`config.mk`:
```
export PLATFORM = sky130hd
export DESIGN_NAME = video_text_writer_flat
export DESIGN_NICKNAME = d
export VERILOG_FILES = /design/src/rtl/video_text_writer_pkg.sv /design/src/rtl/video_text_writer_if.sv /design/src/rtl/video_cursor.sv /design/src/rtl/video_text_writer.sv /design/src/flat_wrapper.sv
export SDC_FILE = /design/constraint.sdc
export NUM_CORES = 1
export LEC_CHECK = 0
export ABC_AREA = 1
export CAP_MARGIN = 20
export CELL_PAD_IN_SITES_DETAIL_PLACEMENT = 0
export CELL_PAD_IN_SITES_GLOBAL_PLACEMENT = 1
export CORE_ASPECT_RATIO = 2
export CORE_MARGIN = 8
export CORE_UTILIZATION = 40
export CTS_BUF_LIST = sky130_fd_sc_hd__clkbuf_8 sky130_fd_sc_hd__clkbuf_16
export CTS_CLUSTER_DIAMETER = 30
export DETAILED_ROUTE_END_ITERATION = 8
export DONT_BUFFER_PORTS = 1
export PLACE_DENSITY_LB_ADDON = 0.3
export SLEW_MARGIN = 0
export SYNTH_ARGS = -nofsm -noshare
export SYNTH_HDL_FRONTEND = slang
export SYNTH_HIERARCHICAL = 1
export SYNTH_SLANG_ARGS = --single-unit
```
`constraint.sdc`:
```
create_clock -name clk -period 6.7 [get_ports clk]
set_clock_uncertainty 0.1 [all_clocks]
set_input_delay 0.67 -clock clk [delete_from_list [all_inputs] [get_ports clk]]
set_output_delay 0.67 -clock clk [all_outputs]
set_load 0.03 [all_outputs]
```
`src/rtl/video_text_writer_pkg.sv`:
```
// Shared constants and types for the text console writer: ASCII control codes,
// FSM state encoding and cursor command encoding.
package video_text_writer_pkg;

    localparam logic [7:0] ASCII_BS    = 8'h08;
    localparam logic [7:0] ASCII_LF    = 8'h0A;
    localparam logic [7:0] ASCII_FF    = 8'h0C;
    localparam logic [7:0] ASCII_CR    = 8'h0D;
    localparam logic [7:0] ASCII_SPACE = 8'h20;
    localparam logic [7:0] ASCII_TILDE = 8'h7E;

    typedef enum logic [1:0] {
        ST_IDLE     = 2'd0,
        ST_LINE_CLR = 2'd1,
        ST_SCR_CLR  = 2'd2
    } wr_state_t;

    typedef enum logic [2:0] {
        CUR_NOP     = 3'd0,
        CUR_INC     = 3'd1,
        CUR_NEWLINE = 3'd2,
        CUR_CR      = 3'd3,
        CUR_BACK    = 3'd4,
        CUR_HOME    = 3'd5
    } cur_cmd_t;

    function automatic logic is_printable(input logic [7:0] c);
        return (c >= ASCII_SPACE) && (c <= ASCII_TILDE);
    endfunction

endpackage

```
`src/rtl/video_text_writer_if.sv`:
```
// Byte-stream input and RAM write port of the text console writer.
interface video_text_writer_if #(
    parameter int ADDR_WIDTH = 13,
    parameter int DATA_WIDTH = 8
);
    logic [7:0]            char_in;
    logic                  char_valid;
    logic                  char_ready;
    logic [ADDR_WIDTH-1:0] waddr;
    logic [DATA_WIDTH-1:0] wdata;
    logic                  write_en;

    modport slave (
        input  char_in, char_valid,
        output char_ready, waddr, wdata, write_en
    );

    modport master (
        output char_in, char_valid,
        input  char_ready, waddr, wdata, write_en
    );
endinterface

```
`src/rtl/video_cursor.sv`:
```
// Cursor position tracker: column, row and the row's base address (row*COLS)
// kept as an accumulated register so no multiplier is needed.
module video_cursor
    import video_text_writer_pkg::*;
#(
    parameter int COLS       = 80,
    parameter int ROWS       = 76,
    parameter int ADDR_WIDTH = 13,
    parameter int COL_W      = $clog2(COLS),
    parameter int ROW_W      = $clog2(ROWS)
) (
    input  logic                  clk,
    input  logic                  rstn,
    input  cur_cmd_t              cmd,
    output logic [COL_W-1:0]      col,
    output logic [ROW_W-1:0]      row,
    output logic [ADDR_WIDTH-1:0] line_base,
    output logic                  last_col
);

    logic last_row;
    logic advance;

    assign last_col = (col == COL_W'(COLS - 1));
    assign last_row = (row == ROW_W'(ROWS - 1));
    assign advance  = (cmd == CUR_NEWLINE) || ((cmd == CUR_INC) && last_col);

    always_ff @(posedge clk or negedge rstn) begin
        if (!rstn) begin
            col       <= '0;
            row       <= '0;
            line_base <= '0;
        end else if (cmd == CUR_HOME) begin
            col       <= '0;
            row       <= '0;
            line_base <= '0;
        end else if (advance) begin
            col <= '0;
            // no scrolling: the bottom row wraps back to the top
            if (last_row) begin
                row       <= '0;
                line_base <= '0;
            end else begin
                row       <= row + 1'b1;
                line_base <= line_base + ADDR_WIDTH'(COLS);
            end
        end else begin
            case (cmd)
                CUR_INC:  col <= col + 1'b1;
                CUR_CR:   col <= '0;
                CUR_BACK: if (col != '0) col <= col - 1'b1;
                default:  ;
            endcase
        end
    end

endmodule

```
`src/rtl/video_text_writer.sv`:
```
// Console front end: decodes an ASCII byte stream into text RAM writes with
// cursor tracking, line wrap and line/screen clears.
//
//   state       | meaning
//   ------------+-------------------------------------------------------
//   ST_IDLE     | accepting bytes; printable/BS writes issued from here
//   ST_LINE_CLR | writing FILL_CHAR across the newly entered row
//   ST_SCR_CLR  | writing FILL_CHAR across the whole screen
module video_text_writer
    import video_text_writer_pkg::*;
#(
    parameter int                   COLS       = 80,
    parameter int                   ROWS       = 76,
    parameter int                   ADDR_WIDTH = 13,
    parameter int                   DATA_WIDTH = 8,
    parameter logic [DATA_WIDTH-1:0] FILL_CHAR = DATA_WIDTH'(8'h20)
) (
    input  logic                       clk,
    input  logic                       rstn,
    video_text_writer_if.slave         bus,
    output logic [$clog2(COLS)-1:0]    cursor_col,
    output logic [$clog2(ROWS)-1:0]    cursor_row,
    output logic                       busy
);

    localparam int                    COL_W     = $clog2(COLS);
    localparam int                    ROW_W     = $clog2(ROWS);
    localparam logic [ADDR_WIDTH-1:0] LINE_LAST = ADDR_WIDTH'(COLS - 1);
    localparam logic [ADDR_WIDTH-1:0] SCR_LAST  = ADDR_WIDTH'(COLS * ROWS - 1);

    wr_state_t             state, state_nxt;
    cur_cmd_t              cur_cmd;
    logic [ADDR_WIDTH-1:0] clr_cnt;
    logic [ADDR_WIDTH-1:0] line_base;
    logic [ADDR_WIDTH-1:0] col_ext;
    logic                  last_col;
    logic                  wr_nxt;
    logic [ADDR_WIDTH-1:0] addr_nxt;
    logic [DATA_WIDTH-1:0] data_nxt;

    video_cursor #(
        .COLS       (COLS),
        .ROWS       (ROWS),
        .ADDR_WIDTH (ADDR_WIDTH),
        .COL_W      (COL_W),
        .ROW_W      (ROW_W)
    ) u_cursor (
        .clk       (clk),
        .rstn      (rstn),
        .cmd       (cur_cmd),
        .col       (cursor_col),
        .row       (cursor_row),
        .line_base (line_base),
        .last_col  (last_col)
    );

    assign col_ext        = ADDR_WIDTH'(cursor_col);
    assign bus.char_ready = (state == ST_IDLE);
    assign busy           = (state != ST_IDLE);

    always_ff @(posedge clk or negedge rstn) begin
        if (!rstn) begin
            state   <= ST_IDLE;
            clr_cnt <= '0;
        end else begin
            state   <= state_nxt;
            clr_cnt <= (state == ST_IDLE) ? '0 : clr_cnt + 1'b1;
        end
    end

    always_comb begin
        state_nxt = state;
        cur_cmd   = CUR_NOP;
        wr_nxt    = 1'b0;
        addr_nxt  = '0;
        data_nxt  = '0;
        case (state)
            ST_IDLE: begin
                if (bus.char_valid) begin
                    if (is_printable(bus.char_in)) begin
                        wr_nxt   = 1'b1;
                        addr_nxt = line_base + col_ext;
                        data_nxt = DATA_WIDTH'(bus.char_in);
                        cur_cmd  = CUR_INC;
                        if (last_col) state_nxt = ST_LINE_CLR;
                    end else begin
                        case (bus.char_in)
                            ASCII_CR: cur_cmd = CUR_CR;
                            ASCII_LF: begin
                                cur_cmd   = CUR_NEWLINE;
                                state_nxt = ST_LINE_CLR;
                            end
                            ASCII_BS: begin
                                if (cursor_col != '0) begin
                                    cur_cmd  = CUR_BACK;
                                    wr_nxt   = 1'b1;
                                    addr_nxt = line_base + col_ext - ADDR_WIDTH'(1);
                                    data_nxt = FILL_CHAR;
                                end
                            end
                            ASCII_FF: begin
                                cur_cmd   = CUR_HOME;
                                state_nxt = ST_SCR_CLR;
                            end
                            default: ;
                        endcase
                    end
                end
            end
            ST_LINE_CLR: begin
                // cursor already points at the new row, so line_base is its start
                wr_nxt   = 1'b1;
                addr_nxt = line_base + clr_cnt;
                data_nxt = FILL_CHAR;
                if (clr_cnt == LINE_LAST) state_nxt = ST_IDLE;
            end
            ST_SCR_CLR: begin
                wr_nxt   = 1'b1;
                addr_nxt = clr_cnt;
                data_nxt = FILL_CHAR;
                if (clr_cnt == SCR_LAST) state_nxt = ST_IDLE;
            end
            default: state_nxt = ST_IDLE;
        endcase
    end

    always_ff @(posedge clk or negedge rstn) begin
        if (!rstn) begin
            bus.write_en <= 1'b0;
            bus.waddr    <= '0;
            bus.wdata    <= '0;
        end else begin
            bus.write_en <= wr_nxt;
            if (wr_nxt) begin
                bus.waddr <= addr_nxt;
                bus.wdata <= data_nxt;
            end
        end
    end

endmodule
```
`src/flat_wrapper.sv`:
```
// flat-port wrapper written by rule: the top's interface ports become plain ports
module video_text_writer_flat import video_text_writer_pkg::*;
#(
    parameter int                   COLS       = 80,
    parameter int                   ROWS       = 76,
    parameter int                   ADDR_WIDTH = 13,
    parameter int                   DATA_WIDTH = 8,
    parameter logic [DATA_WIDTH-1:0] FILL_CHAR = DATA_WIDTH'(8'h20)
)
  (clk, rstn, cursor_col, cursor_row, busy, bus_char_in, bus_char_valid, bus_char_ready, bus_waddr, bus_wdata, bus_write_en);
  video_text_writer_if #(.ADDR_WIDTH(ADDR_WIDTH), .DATA_WIDTH(DATA_WIDTH)) bus_i ();
  input  logic clk;
  input  logic rstn;
  output logic [$clog2(COLS)-1:0] cursor_col;
  output logic [$clog2(ROWS)-1:0] cursor_row;
  output logic busy;
  input wire logic [$bits(bus_i.char_in)-1:0] bus_char_in;
  input wire logic [$bits(bus_i.char_valid)-1:0] bus_char_valid;
  output wire logic [$bits(bus_i.char_ready)-1:0] bus_char_ready;
  output wire logic [$bits(bus_i.waddr)-1:0] bus_waddr;
  output wire logic [$bits(bus_i.wdata)-1:0] bus_wdata;
  output wire logic [$bits(bus_i.write_en)-1:0] bus_write_en;
  assign bus_i.char_in = bus_char_in;
  assign bus_i.char_valid = bus_char_valid;
  assign bus_char_ready = bus_i.char_ready;
  assign bus_waddr = bus_i.waddr;
  assign bus_wdata = bus_i.wdata;
  assign bus_write_en = bus_i.write_en;
  video_text_writer #(.COLS(COLS), .ROWS(ROWS), .ADDR_WIDTH(ADDR_WIDTH), .DATA_WIDTH(DATA_WIDTH), .FILL_CHAR(FILL_CHAR)) u_core (.clk(clk), .rstn(rstn), .bus(bus_i), .cursor_col(cursor_col), .cursor_row(cursor_row), .busy(busy));
endmodule
```
**Word level (Yosys, flattened, before mapping)**

Cells that the tools add are included.

- Register bits: 64
- Output and inout port bits: 38

- Muxes and demuxes: 38
- Magnitude comparators: 2
- Reduce and logical (&&, ||, !) cells: 11
- $add $sub $neg: 8
- Equal/unequal tests: 21

Operator list:

| operator | number |
|---|---|
| 13-bit 2-to-1 mux | 8 |
| 7-bit 2-to-1 mux | 6 |
| 13-bit case mux with 3 select lines | 1 |
| 8-bit by 4-bit == test with 1-bit output (second input constant) | 4 |
| 8-bit 2-to-1 mux | 3 |
| 7-bit case mux with 3 select lines | 1 |
| 8-bit case mux with 2 select lines | 1 |
| 7-bit by 1-bit adder with 7-bit output (second input constant) | 2 |
| 7-bit == test (second input constant) | 2 |
| 13-bit by 1-bit adder with 13-bit output (second input constant) | 1 |
| 13-bit adder | 1 |
| 13-bit by 7-bit adder with 13-bit output | 1 |
| 13-bit by 7-bit adder with 13-bit output (second input constant) | 1 |
| 13-bit == test (second input constant) | 1 |
| 13-bit by 7-bit == test with 1-bit output (second input constant) | 1 |
| 13-bit by 1-bit subtractor with 13-bit output (second input constant) | 1 |
| 3-bit 2-to-1 mux | 4 |
| 3-bit case mux with 4 select lines | 1 |
| 2-bit 2-to-1 mux | 5 |
| 8-bit by 6-bit >= comparator with 1-bit output (second input constant) | 1 |
| 8-bit by 7-bit <= comparator with 1-bit output (second input constant) | 1 |
| 7-bit nonzero test | 1 |
| 7-bit by 1-bit subtractor with 7-bit output (second input constant) | 1 |
| 3-bit by 2-bit == test with 1-bit output (second input constant) | 2 |
| other kinds (22) | 29 |

**Depth between registers and ports, before layout**

- Word-level depth: 11
- Mapped depth: 19
- Depth with buffers taken out: 19

**Hierarchy**

Netlist, hierarchy kept.

Modules (own cells, without submodules):

| module | instances | cells each | area each (µm²) | sequential area each (µm²) |
|---|---|---|---|---|
| video_text_writer | 1 | 521 | 3523.4 | 925.9 |
| video_cursor | 1 | 221 | 1627.8 | 575.6 |

**Least setup slack after synthesis**

OpenSTA, ideal clock, no wires.

- Path kind: input port to flip-flop
- Start point: in bus_char_in[2]
- End point: reg u_core.u_cursor.col[6]
- Setup time: 0.118 ns
- Slack: 3.826 ns
- Arrival: 2.656 ns
- Cell stages on the path: 19
- Path buffers: 0
- Data required time: 6.482 ns
- Path through: nand2_1 -> nor2_1 -> nand4_1 -> nand3_2 -> inv_1 -> nor3_1 -> nor2_4 -> nand2_4 -> inv_1 -> ha_1 -> nand4_1 -> nand2_1 -> inv_1 -> nand2_1 -> inv_1 -> nand2_1 -> nand2_1 -> nand3_1 -> nand2_1

- Cells in the longest elaborated chain, start to end: 10
- Elaborated cells on any way between the ends: 24

Ends and longest elaborated chain:

| element | line | RTL |
|---|---|---|
| start, declared | flat_wrapper.sv:17 | `input wire logic [$bits(bus_i.char_in)-1:0] bus_char_in;` |
| 8-bit by 6-bit >= comparator with 1-bit output, or another cell as far along | video_text_writer_pkg.sv:28 | `return (c >= ASCII_SPACE) && (c <= ASCII_TILDE);` |
| 1-bit logical AND or 3-bit case mux with 4 select lines (tied branches) | video_text_writer_pkg.sv:28, video_text_writer.sv:87 |  |
| 3-bit 2-to-1 mux (*) | video_text_writer.sv:80 | `if (is_printable(bus.char_in)) begin` |
| 3-bit 2-to-1 mux (*) | video_text_writer.sv:79 | `if (bus.char_valid) begin` |
| 3-bit 2-to-1 mux (*) | video_text_writer.sv:77 | `case (state)` |
| via u_core.cur_cmd[1] | video_text_writer.sv:32 | `cur_cmd_t cur_cmd;` |
| 3-bit by 1-bit == test with 1-bit output | video_cursor.sv:26, video_cursor.sv:48 |  |
| 1-bit logical AND | video_cursor.sv:26 | `assign advance = (cmd == CUR_NEWLINE) \|\| ((cmd == CUR_INC) && last_col);` |
| 1-bit logical OR | video_cursor.sv:26 |  |
| 4-bit by 3-bit != test with 1-bit output (no line), or another cell as far along | - |  |
| 2-bit AND reduction (no line) or 7-bit 2-to-1 mux (tied branches) | - |  |
| end signal, assigned | video_cursor.sv:49 | `CUR_INC: col <= col + 1'b1;` |
| end signal, assigned | video_cursor.sv:51 | `CUR_BACK: if (col != '0) col <= col - 1'b1;` |
| end, declared | video_cursor.sv:15 | `output logic [COL_W-1:0] col,` |

Mark *: on every way through the listed nets, which the timed path passes. The rest lies on a longest branch.
A chain may end at the register's enable or synchronous reset.

**Final worst setup path**

- Start point: reg u_core.state[0]
- End point: reg u_core.u_cursor.col[6]

- Cells in the longest elaborated chain, start to end: 7
- Elaborated cells on any way between the ends: 15

Ends and longest elaborated chain:

| element | line | RTL |
|---|---|---|
| start, declared | video_text_writer.sv:31 | `wr_state_t state, state_nxt;` |
| start signal, assigned | video_text_writer.sv:66 | `state <= state_nxt;` |
| 2-bit logical NOT (*) | - |  |
| via bus_char_ready | flat_wrapper.sv:19 | `output wire logic [$bits(bus_i.char_ready)-1:0] bus_char_ready;` |
| 3-bit 2-to-1 mux (*) | video_text_writer.sv:77 |  |
| via u_core.cur_cmd[1] | video_text_writer.sv:32 |  |
| 3-bit by 1-bit == test with 1-bit output | video_cursor.sv:26, video_cursor.sv:48 |  |
| 1-bit logical AND | video_cursor.sv:26 |  |
| 1-bit logical OR | video_cursor.sv:26 |  |
| 4-bit by 3-bit != test with 1-bit output (no line), or another cell as far along | - |  |
| 2-bit AND reduction (no line) or 7-bit 2-to-1 mux (tied branches) | - |  |

Marked as above.

==> results.py <==
metrics = {
    "timing": {
        "hold_violations": 0,
        "whs_ps": 104,
        "tightest_slew_ps": 831,
        "worst_slack_ps": 3180,
        "slew_headroom_pct": 44.6,
        "setup_viol": 0,
        "tns_ps": 0,
        "slew_viol_final": 0,
        "fin_crit_sh_pct": 52.5,
        "rsz0062_at_grt": "false",
        "fmax_mhz": 284,
        "timing.final.crit_period_ps": 3520,
    },
    "route": {
        "firstDrtPassIters": 5,
        "post_drt_wl_per_cell_um": 16.3,
        "drtIter0Drc": 209,
        "drt-total-wl_um": 14700,
        "drc": 0,
        "drtAntennaViolNets": 0,
        "avgViaCountPerCell": 5.37,
        "vias": 4831,
    },
    "yosys": {
        "synth_enable_flop_cells": 0,
        "synth_top_area_share_pct": 29.1,
        "synthFlopType": "dfrtp_1",
        "synth.distinct_cells": 52,
        "synth_area_per_cell_um2": 6.94,
        "yosysSeqAreaShare_pct": 29.1,
        "yosys-top-cells-count": "180 x nand2_1, 106 x inv_1, 63 x nand3_1",
        "async_flop_share_pct": 100,
        "netlist_instances": 742,
        "synth_most_common_cell": "nand2_1",
        "yosysTopAreaCell": "dfrtp_1",
        "synth.area.top_cells": "dfrtp_1 29%, nand2_1 13%, inv_1 7.7%",
        "yosysWarnings": 6,
        "ys_seq_elements": 60,
        "netlist_area_um2": 5150,
    },
    "setup_path": {
        "cp-end-kind": "flip-flop",
        "critPathMaxFanout": 13,
        "arrival_ps": 3640,
        "path_class": "flip-flop to flip-flop",
        "cp_data_required_time_ps": 6820,
        "cp-start-kind": "flip-flop",
    },
    "grt": {
        "antenna_found_initial": 0,
        "grt_pass1_vias": 4962,
        "grt_pass1_wl_um": 24100,
        "top_usage_layer": "met2",
        "grt.met2_usage_pct": 35.3,
        "grt.total_usage_pct": 18.2,
        "met1_usage_pct": 16.8,
        "grt_overflow": 0,
        "grt_max_degree": 61,
        "grtUsageMet3_pct": 3.96,
    },
    "clock_tree": {
        "clockRootBuffer": "clkbuf_16",
        "cts_max_path_buffers": 2,
        "post_cts_resized": 0,
        "htree_levels": 3,
        "clk_pin_slew_ps": 60,
        "cts_made_buffers": 9,
        "cts_tree": "yes",
        "insertion_delay_ps": 330,
        "cts.sinks": 60,
    },
    "cells_and_area": {
        "drive_above_1_share_pct": 10.5,
        "multi_input_area_um2": 3110,
        "final_area_um2": 5600,
        "layout.nets": 786,
        "fillers": 1322,
        "ff_latch_area_um2": 1500,
        "syn_to_final_growth_pct": 8.79,
        "fin_cells": 899,
        "antennaDiodeCount": 0,
    },
    "place": {
        "placed_area_um2": 5240,
        "gp_congestion": 0.877,
        "io_buffers": 0,
        "hpwl_um": 11600,
        "placedCellCount": 882,
        "place_ws_ps": 3250,
    },
    "die": {
        "row_count": 58,
        "die_w_um": 96.2,
        "die-area_um2": 17000,
        "start_util_pct": 41.0,
        "io_pins": 49,
        "core_um2": 12600,
        "die_y_um": 176,
    },
    "run": {
        "max-cap-violations": 0,
    },
    "power_and_ir_drop": {
        "vdd_drop_max_v": 0.000174,
        "leakage_nw": 2.79,
        "p_per_area_nw_per_um2": 353,
    },
    "run_status": {
        "status": "finished clean",
    },
    "min_path": {
        "hp-class": "input pin to async pin",
    },
}
final timing paths:
check	startpoint	end	slack [ps]	cells past startpoint
max reg2reg	u_core/state[0]	u_core/u_cursor/col[6]	3180	17
min	rstn	u_core/bus.write_en	100	1
min in group clk	bus_char_in[4]	u_core/bus.wdata[4]	380	2
max in group asynchronous	rstn	u_core/u_cursor/col[4]	6120	1
max	u_core/state[0]	u_core/u_cursor/col[6]	3180	17
min reg2reg	u_core/clr_cnt[0]	u_core/clr_cnt[0]	440	1
cell usage in the layout (no fill, tap or decap), types with 11 or more instances in the layout:
| cell type | n |
|---|---|
| a21oi_1 | 49 |
| dfrtp_1 | 60 |
| ha_1 | 29 |
| inv_1 | 107 |
| nand2_1 | 180 |
| nand3_1 | 63 |
| nand4_1 | 22 |
| nor2_1 | 57 |
| nor2_2 | 11 |
| nor3_1 | 16 |
| o21ai_0 | 32 |
| xor2_1 | 12 |
final cells by class:
type | count | share of cell area, %
Clock buffer | 12 | 4.76
Clock inverter | 4 | 1.27
Inverter | 116 | 7.90
Multi-Input combinational cell | 556 | 55.4
Sequential cell | 60 | 26.8
Tap cell | 150 | 3.35
Timing Repair Buffer | 1 | 0.491
report_power, final:
group          total (W)  switching (W)  internal, W
Sequential      0.000701       0.000253     0.000448
Clock           0.000524       0.000169     0.000355
Combinational   0.000753       0.000498     0.000255
Total            0.00198       0.000920      0.00106
sequential cells by signal, summed over array words and instances, names as in the netlist:
signal and cells:
u_core/u_cursor/col 7, u_core/u_cursor/row 7, u_core/state 2, u_core/bus.waddr 13
u_core/u_cursor/line_base 9, u_core/clr_cnt 13, u_core/bus.write_en 1, u_core/bus.wdata 8
stage by stage:
step / power, W / util [%]
floorplan: 0.00129 / -
global placement: 0.00143 / 41.7
detailed placement: 0.00144 / 41.7
CTS: 0.00199 / 44.6
global route: 0.00212 / 44.6
finish: 0.00198 / 44.6
per-layer routing:
layer	wire, µm	vias up
met1	5280	2275
met4	497	0
met5	0	-
li1	-	2423
met2	8340	102
met3	544	31
repair_timing:
action,in CTS,in global routing
buffers inserted,0,0
hold buffers,1,0
hold endpoints to repair,60,0
kinds of logic (layout without fill, tap and decap cells):
kind of cell | count (synthesis) | in the layout | share of synthesized area [%]
buf+inv | 129 | 133 | 10.8
simple gates | 391 | 391 | 36.1
mux | 1 | 1 | 0.194
flops | 60 | 60 | 29.1
fa+ha+maj | 31 | 31 | 7.82
xor+xnor | 15 | 15 | 2.55
compound gates | 114 | 114 | 13.4
other cells | 1 | 4 | 0.0728
worst max-delay path, cell delays in order, from the launching register on:
cell and delay, ps:
dfrtp_1 410, inv_1 90, ha_1 700, nand2_1 270
nor3_1 610, nor2_4 140, nand2_4 130, inv_1 90
ha_1 330, nand4_1 110, nand2_1 100, inv_1 40
nand2_1 50, inv_1 50, nand2_1 60, nand2_1 40
nand3_1 50, nand2_1 50
(Power assumes the default switching activity.)
